--- config.mk ---
export PLATFORM = sky130hd
export DESIGN_NAME = addsub_rr_scheduler_flat
export DESIGN_NICKNAME = d
export VERILOG_FILES = /design/src/rtl/addsub_rr_scheduler_if.sv /design/src/rtl/addsub_rr_scheduler.sv /design/src/flat_wrapper.sv
export SDC_FILE = /design/constraint.sdc
export NUM_CORES = 1
export LEC_CHECK = 0
export BUFFER_PORTS_ARGS = -buffer_cell sky130_fd_sc_hd__buf_2
export CORE_AREA = 2 2 66 43
export DETAILED_ROUTE_END_ITERATION = 16
export DIE_AREA = 0 0 68 45
export GPL_ROUTABILITY_DRIVEN = 0
export PLACE_DENSITY = 0.77
export SETUP_SLACK_MARGIN = 0.2
export SLEW_MARGIN = 25
export SYNTH_ARGS = -nofsm -noshare
export SYNTH_HDL_FRONTEND = slang
export SYNTH_SLANG_ARGS = --single-unit
export TNS_END_PERCENT = 1
--- constraint.sdc ---
create_clock -name clk -period 2 [get_ports clk]
set_input_delay 0 -clock clk [delete_from_list [all_inputs] [get_ports clk]]
set_output_delay 0 -clock clk [all_outputs]
set_load 0.05 [all_outputs]
--- src/rtl/addsub_rr_scheduler_if.sv ---
// ----------------------------------------------------------------------------
// addsub_rr_scheduler_if
// Bundles the two requester handshakes and the response channel of the shared
// add/sub scheduler.
//   master : client side. Drives requests and rsp_ready, and observes readies and responses.
//   slave  : scheduler side. The mirror image of master.
// Signals:
//   reqN_valid/ready, reqN_x/y (WIDTH), reqN_sub     requester N, N = 0..1
//   rsp_valid/ready, rsp_id, rsp_result (WIDTH),
//   rsp_cout, rsp_overflow                            response channel
// ----------------------------------------------------------------------------
interface addsub_rr_scheduler_if #(
    parameter int WIDTH = 4
);
    logic             req0_valid;
    logic             req0_ready;
    logic [WIDTH-1:0] req0_x;
    logic [WIDTH-1:0] req0_y;
    logic             req0_sub;

    logic             req1_valid;
    logic             req1_ready;
    logic [WIDTH-1:0] req1_x;
    logic [WIDTH-1:0] req1_y;
    logic             req1_sub;

    logic             rsp_valid;
    logic             rsp_ready;
    logic             rsp_id;
    logic [WIDTH-1:0] rsp_result;
    logic             rsp_cout;
    logic             rsp_overflow;

    modport master (
        output req0_valid, req0_x, req0_y, req0_sub,
        output req1_valid, req1_x, req1_y, req1_sub,
        input  req0_ready, req1_ready,
        input  rsp_valid, rsp_id, rsp_result, rsp_cout, rsp_overflow,
        output rsp_ready
    );

    modport slave (
        input  req0_valid, req0_x, req0_y, req0_sub,
        input  req1_valid, req1_x, req1_y, req1_sub,
        output req0_ready, req1_ready,
        output rsp_valid, rsp_id, rsp_result, rsp_cout, rsp_overflow,
        input  rsp_ready
    );
endinterface

--- src/rtl/addsub_rr_scheduler.sv ---
// ----------------------------------------------------------------------------
// addsub_rr_scheduler
// Shares one WIDTH-bit two's-complement adder/subtractor between two
// requesters. Requests are granted round-robin. Each accepted operation runs
// once on the shared datapath. The result is returned with carry-out, signed
// overflow and the requester ID. Only one operation is in flight at a time.
// Ports:
//   clk  : rising-edge clock
//   rst  : synchronous active-high reset
//   bus  : slave modport of addsub_rr_scheduler_if. It carries:
//          - the request channels, where reqN_ready is decoded combinationally;
//          - the response channel, whose outputs are all registered.
// ----------------------------------------------------------------------------
module addsub_rr_scheduler #(
    parameter int WIDTH = 4
) (
    input  logic                clk,
    input  logic                rst,
    addsub_rr_scheduler_if.slave bus
);

    typedef enum logic [1:0] {
        ST_IDLE = 2'd0,
        ST_EXEC = 2'd1,
        ST_RESP = 2'd2
    } state_t;

    state_t           state_r;
    logic             last_grant_r;
    logic [WIDTH-1:0] op_x_r;
    logic [WIDTH-1:0] op_y_r;
    logic             op_sub_r;
    logic             op_id_r;

    logic             rsp_valid_r;
    logic             rsp_id_r;
    logic [WIDTH-1:0] rsp_result_r;
    logic             rsp_cout_r;
    logic             rsp_overflow_r;

    logic             grant_s;
    logic             grant_id_s;
    logic [WIDTH+1:0] calc_s;

    // Returns {overflow, cout, result}. Subtraction is x + ~y + 1.
    function automatic logic [WIDTH+1:0] addsub_calc(
        input logic [WIDTH-1:0] x,
        input logic [WIDTH-1:0] y,
        input logic             sub
    );
        logic [WIDTH-1:0] y_eff;
        logic [WIDTH:0]   sum;
        logic             ovf;
        y_eff = y ^ {WIDTH{sub}};
        sum   = {1'b0, x} + {1'b0, y_eff} + {{WIDTH{1'b0}}, sub};
        ovf   = (x[WIDTH-1] == y_eff[WIDTH-1]) && (sum[WIDTH-1] != x[WIDTH-1]);
        return {ovf, sum};
    endfunction

    // Arbitration: a grant happens only in IDLE. On a tie, the requester that was not served last wins.
    always_comb begin
        grant_s    = 1'b0;
        grant_id_s = 1'b0;
        if (!rst && (state_r == ST_IDLE)) begin
            if (bus.req0_valid && bus.req1_valid) begin
                grant_s    = 1'b1;
                grant_id_s = ~last_grant_r;
            end else if (bus.req0_valid) begin
                grant_s    = 1'b1;
                grant_id_s = 1'b0;
            end else if (bus.req1_valid) begin
                grant_s    = 1'b1;
                grant_id_s = 1'b1;
            end else begin
                grant_s    = 1'b0;
                grant_id_s = 1'b0;
            end
        end else begin
            grant_s    = 1'b0;
            grant_id_s = 1'b0;
        end
    end

    // Ready decode, and the shared datapath working on the latched operands.
    always_comb begin
        bus.req0_ready = grant_s && !grant_id_s;
        bus.req1_ready = grant_s && grant_id_s;
        calc_s         = addsub_calc(op_x_r, op_y_r, op_sub_r);
    end

    // Control FSM, operand capture and the registered response.
    always_ff @(posedge clk) begin
        if (rst) begin
            state_r        <= ST_IDLE;
            last_grant_r   <= 1'b1;
            op_x_r         <= {WIDTH{1'b0}};
            op_y_r         <= {WIDTH{1'b0}};
            op_sub_r       <= 1'b0;
            op_id_r        <= 1'b0;
            rsp_valid_r    <= 1'b0;
            rsp_id_r       <= 1'b0;
            rsp_result_r   <= {WIDTH{1'b0}};
            rsp_cout_r     <= 1'b0;
            rsp_overflow_r <= 1'b0;
        end else begin
            case (state_r)
                ST_IDLE: begin
                    if (grant_s) begin
                        op_x_r   <= grant_id_s ? bus.req1_x   : bus.req0_x;
                        op_y_r   <= grant_id_s ? bus.req1_y   : bus.req0_y;
                        op_sub_r <= grant_id_s ? bus.req1_sub : bus.req0_sub;
                        op_id_r  <= grant_id_s;
                        state_r  <= ST_EXEC;
                    end else begin
                        state_r  <= ST_IDLE;
                    end
                end
                ST_EXEC: begin
                    rsp_valid_r    <= 1'b1;
                    rsp_id_r       <= op_id_r;
                    rsp_result_r   <= calc_s[WIDTH-1:0];
                    rsp_cout_r     <= calc_s[WIDTH];
                    rsp_overflow_r <= calc_s[WIDTH+1];
                    state_r        <= ST_RESP;
                end
                ST_RESP: begin
                    // The response data stays in its registers after the handshake. Only valid drops.
                    if (bus.rsp_ready) begin
                        rsp_valid_r  <= 1'b0;
                        last_grant_r <= rsp_id_r;
                        state_r      <= ST_IDLE;
                    end else begin
                        state_r      <= ST_RESP;
                    end
                end
                default: begin
                    rsp_valid_r <= 1'b0;
                    state_r     <= ST_IDLE;
                end
            endcase
        end
    end

    assign bus.rsp_valid    = rsp_valid_r;
    assign bus.rsp_id       = rsp_id_r;
    assign bus.rsp_result   = rsp_result_r;
    assign bus.rsp_cout     = rsp_cout_r;
    assign bus.rsp_overflow = rsp_overflow_r;

endmodule

--- src/flat_wrapper.sv ---
// flat-port wrapper written by rule: the top's interface ports become plain ports
module addsub_rr_scheduler_flat 
#(
    parameter int WIDTH = 4
)
  (clk, rst, bus_req0_valid, bus_req0_x, bus_req0_y, bus_req0_sub, bus_req1_valid, bus_req1_x, bus_req1_y, bus_req1_sub, bus_req0_ready, bus_req1_ready, bus_rsp_valid, bus_rsp_id, bus_rsp_result, bus_rsp_cout, bus_rsp_overflow, bus_rsp_ready);
  addsub_rr_scheduler_if #(.WIDTH(WIDTH)) bus_i ();
  input  logic clk;
  input  logic rst;
  input wire logic [$bits(bus_i.req0_valid)-1:0] bus_req0_valid;
  input wire logic [$bits(bus_i.req0_x)-1:0] bus_req0_x;
  input wire logic [$bits(bus_i.req0_y)-1:0] bus_req0_y;
  input wire logic [$bits(bus_i.req0_sub)-1:0] bus_req0_sub;
  input wire logic [$bits(bus_i.req1_valid)-1:0] bus_req1_valid;
  input wire logic [$bits(bus_i.req1_x)-1:0] bus_req1_x;
  input wire logic [$bits(bus_i.req1_y)-1:0] bus_req1_y;
  input wire logic [$bits(bus_i.req1_sub)-1:0] bus_req1_sub;
  output wire logic [$bits(bus_i.req0_ready)-1:0] bus_req0_ready;
  output wire logic [$bits(bus_i.req1_ready)-1:0] bus_req1_ready;
  output wire logic [$bits(bus_i.rsp_valid)-1:0] bus_rsp_valid;
  output wire logic [$bits(bus_i.rsp_id)-1:0] bus_rsp_id;
  output wire logic [$bits(bus_i.rsp_result)-1:0] bus_rsp_result;
  output wire logic [$bits(bus_i.rsp_cout)-1:0] bus_rsp_cout;
  output wire logic [$bits(bus_i.rsp_overflow)-1:0] bus_rsp_overflow;
  input wire logic [$bits(bus_i.rsp_ready)-1:0] bus_rsp_ready;
  assign bus_i.req0_valid = bus_req0_valid;
  assign bus_i.req0_x = bus_req0_x;
  assign bus_i.req0_y = bus_req0_y;
  assign bus_i.req0_sub = bus_req0_sub;
  assign bus_i.req1_valid = bus_req1_valid;
  assign bus_i.req1_x = bus_req1_x;
  assign bus_i.req1_y = bus_req1_y;
  assign bus_i.req1_sub = bus_req1_sub;
  assign bus_req0_ready = bus_i.req0_ready;
  assign bus_req1_ready = bus_i.req1_ready;
  assign bus_rsp_valid = bus_i.rsp_valid;
  assign bus_rsp_id = bus_i.rsp_id;
  assign bus_rsp_result = bus_i.rsp_result;
  assign bus_rsp_cout = bus_i.rsp_cout;
  assign bus_rsp_overflow = bus_i.rsp_overflow;
  assign bus_i.rsp_ready = bus_rsp_ready;
  addsub_rr_scheduler #(.WIDTH(WIDTH)) u_core (.clk(clk), .rst(rst), .bus(bus_i));
endmodule
==> results.toml <==
[floorplan]
core_um2 = 2420
start_util_pct = 40.5
pin_count = 33
die_w_um = 68
dieArea_um2 = 3060
rows = 14
fp.dieH_um = 45

[sta]
max-slew-margin-rel_pct = 63.3
tightest_slew_ns = 0.550
setup_viol = 0
fin_crit_ns = 1.78
max_freq_ghz = 0.561
min_period_over_period_pct = 89.1
clock_skew_ns = 0.00116
rsz0062_at_grt = "true"
hold_viol = 0
maxSlewViolCount = 0
tns_ns = 0

[detailed_routing]
top_layer = "met4"
routed-wl-met3_um = 214
wire_per_inst_um = 13.8
vias = 944
ant_nets = 0
met1_length_um = 1060
wirelength_um = 2450
remaining_drc_errors = 0
firstDrtPassIters = 4
wl_met2_um = 1170
viasPerCell = 5.33
drt_iter0_markers = 48

[cts]
cts.path.max_buffers = 2
worstSkewPairLatency_ns = 0.26
clock-sinks = 21
post_cts_buffers = 0
htree_levels = 1
path_clk_slew_ns = 0.07
cts_tree = "yes"
cts_buffers = 3
root_buffer = "clkbuf_8"

[synthesis]
ys_ff_latch = 21
synthTopCellsByArea = "dfxtp_1 43%, a22oi_1 6.9%, a21oi_1 6.6%"
synth_warnings = 0
syn_inst = 106
synth-async-reset-ratio_pct = 0
synth_cell_types = 31
synth_edf_count = 0
synth_top_cell_by_area = "dfxtp_1"
synth_common_cells = "21 x dfxtp_1, 15 x nand2_1, 13 x a21oi_1"
syn_avg_cell_area_um2 = 9.24
synth.cell_area_um2 = 980
synthFlopType = "dfxtp_1"
ys_seq_area_share_pct = 42.9
synth_most_common_cell = "dfxtp_1"
syn_nets = 133
synthDominantCellAreaShare_pct = 42.9

[critical_path]
crit_chain = "mux2_4, fa_1, a21o_1, a211oi_2, nor3_1"
worst_path_max_delay_cell = "fa_1"
crit_buf_inv = 0
endpoint_kind = "flop"
rrSetupSlack_ns = 0.22
crit_type = "flop to flop"
crit_end = "u_core.bus.rsp_cout"
worst-endpoint-required_ns = 2.14
reg2reg_to = "u_core.bus.rsp_cout"
worstReg2RegStart = "u_core.op_y_r[0]"
cp-startpoint = "u_core.op_y_r[0]"
worstSetupStartpointType = "flop"
ff2ff_path_depth = 5
cpPeakStageDelay_ns = 0.41
crit_cells = 5
cp_top_family = "compound AO/OA/AOI/OAI gates"
crit_fanout = 3
arrival_ns = 1.92

[hold_path]
hp-class = "input pin to flop"

[placement]
port_buffers = 32
dp_hpwl_um = 1740
dp_cells = 165

[power]
p_per_area_nw_per_um2 = 766
p_comb_share_pct = 24.5
p_seq_share_pct = 47.9
leakagePower_nw = 0.604
p_int_uw = 682
switching_share_pct = 31.1
power_frac_clock_pct = 27.7
switching_power_uw = 308
vdd_drop_max_mv = 0.412

[grt]
grt_max_degree = 20
grt_pass1_wl_um = 3970
antenna_found_initial = 0
grt.total_usage_pct = 18.0
grt_pass1_vias = 906
grt_overflow = 0

[layout]
final_cells = 177
layout-drive-gt1-share_pct = 30.3
antenna_cells = 0
syn_to_final_growth_pct = 31.9
nNetsFinal = 173

[run]
drv_cap = 0

[status]
run_status = "finished, final reports clean"
[metrics by stage]
stage          setup slack, ns  power [mW]  area, µm²  utilization (%)  hold WS, ns
2_1_floorplan            0.314       0.644        980                -        0.140
3_3_place_gp             0.270       0.701       1160             47.9        0.248
3_5_place_dp             0.211       0.709       1160             47.9        0.256
4_1_cts                  0.204       0.991       1290             53.2      0.00879
5_1_grt                  0.170        1.05       1290             53.5     0.000645
6_report                 0.218       0.990       1290             53.5       0.0191
[state kept, by name, indices dropped and copies added (netlist names)]
signal and flops:
u_core.bus.rsp_cout 1, u_core.bus.rsp_id 1, u_core.bus.rsp_overflow 1, u_core.bus.rsp_result 4
u_core.bus.rsp_valid 1, u_core.last_grant_r 1, u_core.op_id_r 1, u_core.op_sub_r 1
u_core.op_x_r 4, u_core.op_y_r 4, u_core.state_r 2
[final cells by class]
type	count	area, µm²
Clock buffer	3	41.3
Clock inverter	1	5.00
Fill cell	212	1120
Inverter	4	15.0
Multi-Input combinational cell	75	520
Sequential cell	21	423
Tap cell	32	40.0
Timing Repair Buffer	41	248
[per-layer routing]
layer  vias to the layer above  GRT usage [%]
met3                         2           7.23
li1                        454              -
met1                       451           22.7
met5                         -              0
met2                        37           28.7
met4                         0           4.80
[cell families (layout without fill, tap and decap cells)]
| logic type | count (synthesis) | in the layout | share of synthesized area [%] |
|---|---|---|---|
| adders and majority gates | 4 | 4 | 5.88 |
| buffers and inverters | 10 | 49 | 4.47 |
| AOI/OAI and AO/OA | 35 | 35 | 25.4 |
| and+or+nand+nor | 29 | 29 | 14.4 |
| xor gates and xnor gates | 6 | 6 | 5.36 |
| muxes | 1 | 1 | 1.53 |
| DFF | 21 | 21 | 42.9 |
[repair_timing]
action / in CTS / in global routing
pin swaps: 0 / 0
gates resized for setup: 1 / 2
hold endpoints to repair: 8 / 0
endpoints found under the setup margin: 1 / 2
hold buffers: 8 / 0
[power by group through the flow]
stage	Combinational (mW)	Sequential (mW)	Clock [mW]
floorplan	0.123	0.521	0
global placement	0.220	0.481	0
detailed placement	0.227	0.482	0
CTS	0.240	0.473	0.278
global route	0.263	0.479	0.304
finish	0.243	0.474	0.274
[worst min-delay path: stages]
cell	delay, ns
buf_2	0.10
nand2_1	0.06
a21oi_1	0.07
[cell usage in the layout (no fill, tap or decap), drive strengths merged]
master       instances
ha                   3
xnor2                3
clkbuf               3
nand2               15
dfxtp               21
nor2                 4
o211ai               1
and3                 1
clkinv               1
xor2                 3
o211a                2
inv                  4
a211oi               3
a31oi                1
a311o                1
a21o                 2
a22oi                9
buf                 33
nor3                 3
nor2b                2
mux2                 1
o21ai                2
a21oi               13
nand3b               1
dlygate4sd3          8
and4                 1
fa                   1
a32o                 1
nand2b               1
or3b                 1
[worst min-delay path by stage]
stage / slack (ns) / cells past startpoint / end / from
global route: 0.0006 / 3 / u_core.op_x_r[3] / bus_req0_x[3]
global placement: 0.25 / 3 / u_core.op_x_r[3] / bus_req0_x[3]
detailed placement: 0.26 / 3 / u_core.op_x_r[2] / bus_req0_x[2]
CTS: 0.009 / 3 / u_core.op_x_r[3] / bus_req0_x[3]
floorplan: 0.14 / 2 / u_core.op_sub_r / bus_req0_sub
finish: 0.02 / 3 / u_core.op_x_r[3] / bus_req0_x[3]
(Power assumes the default switching activity.)
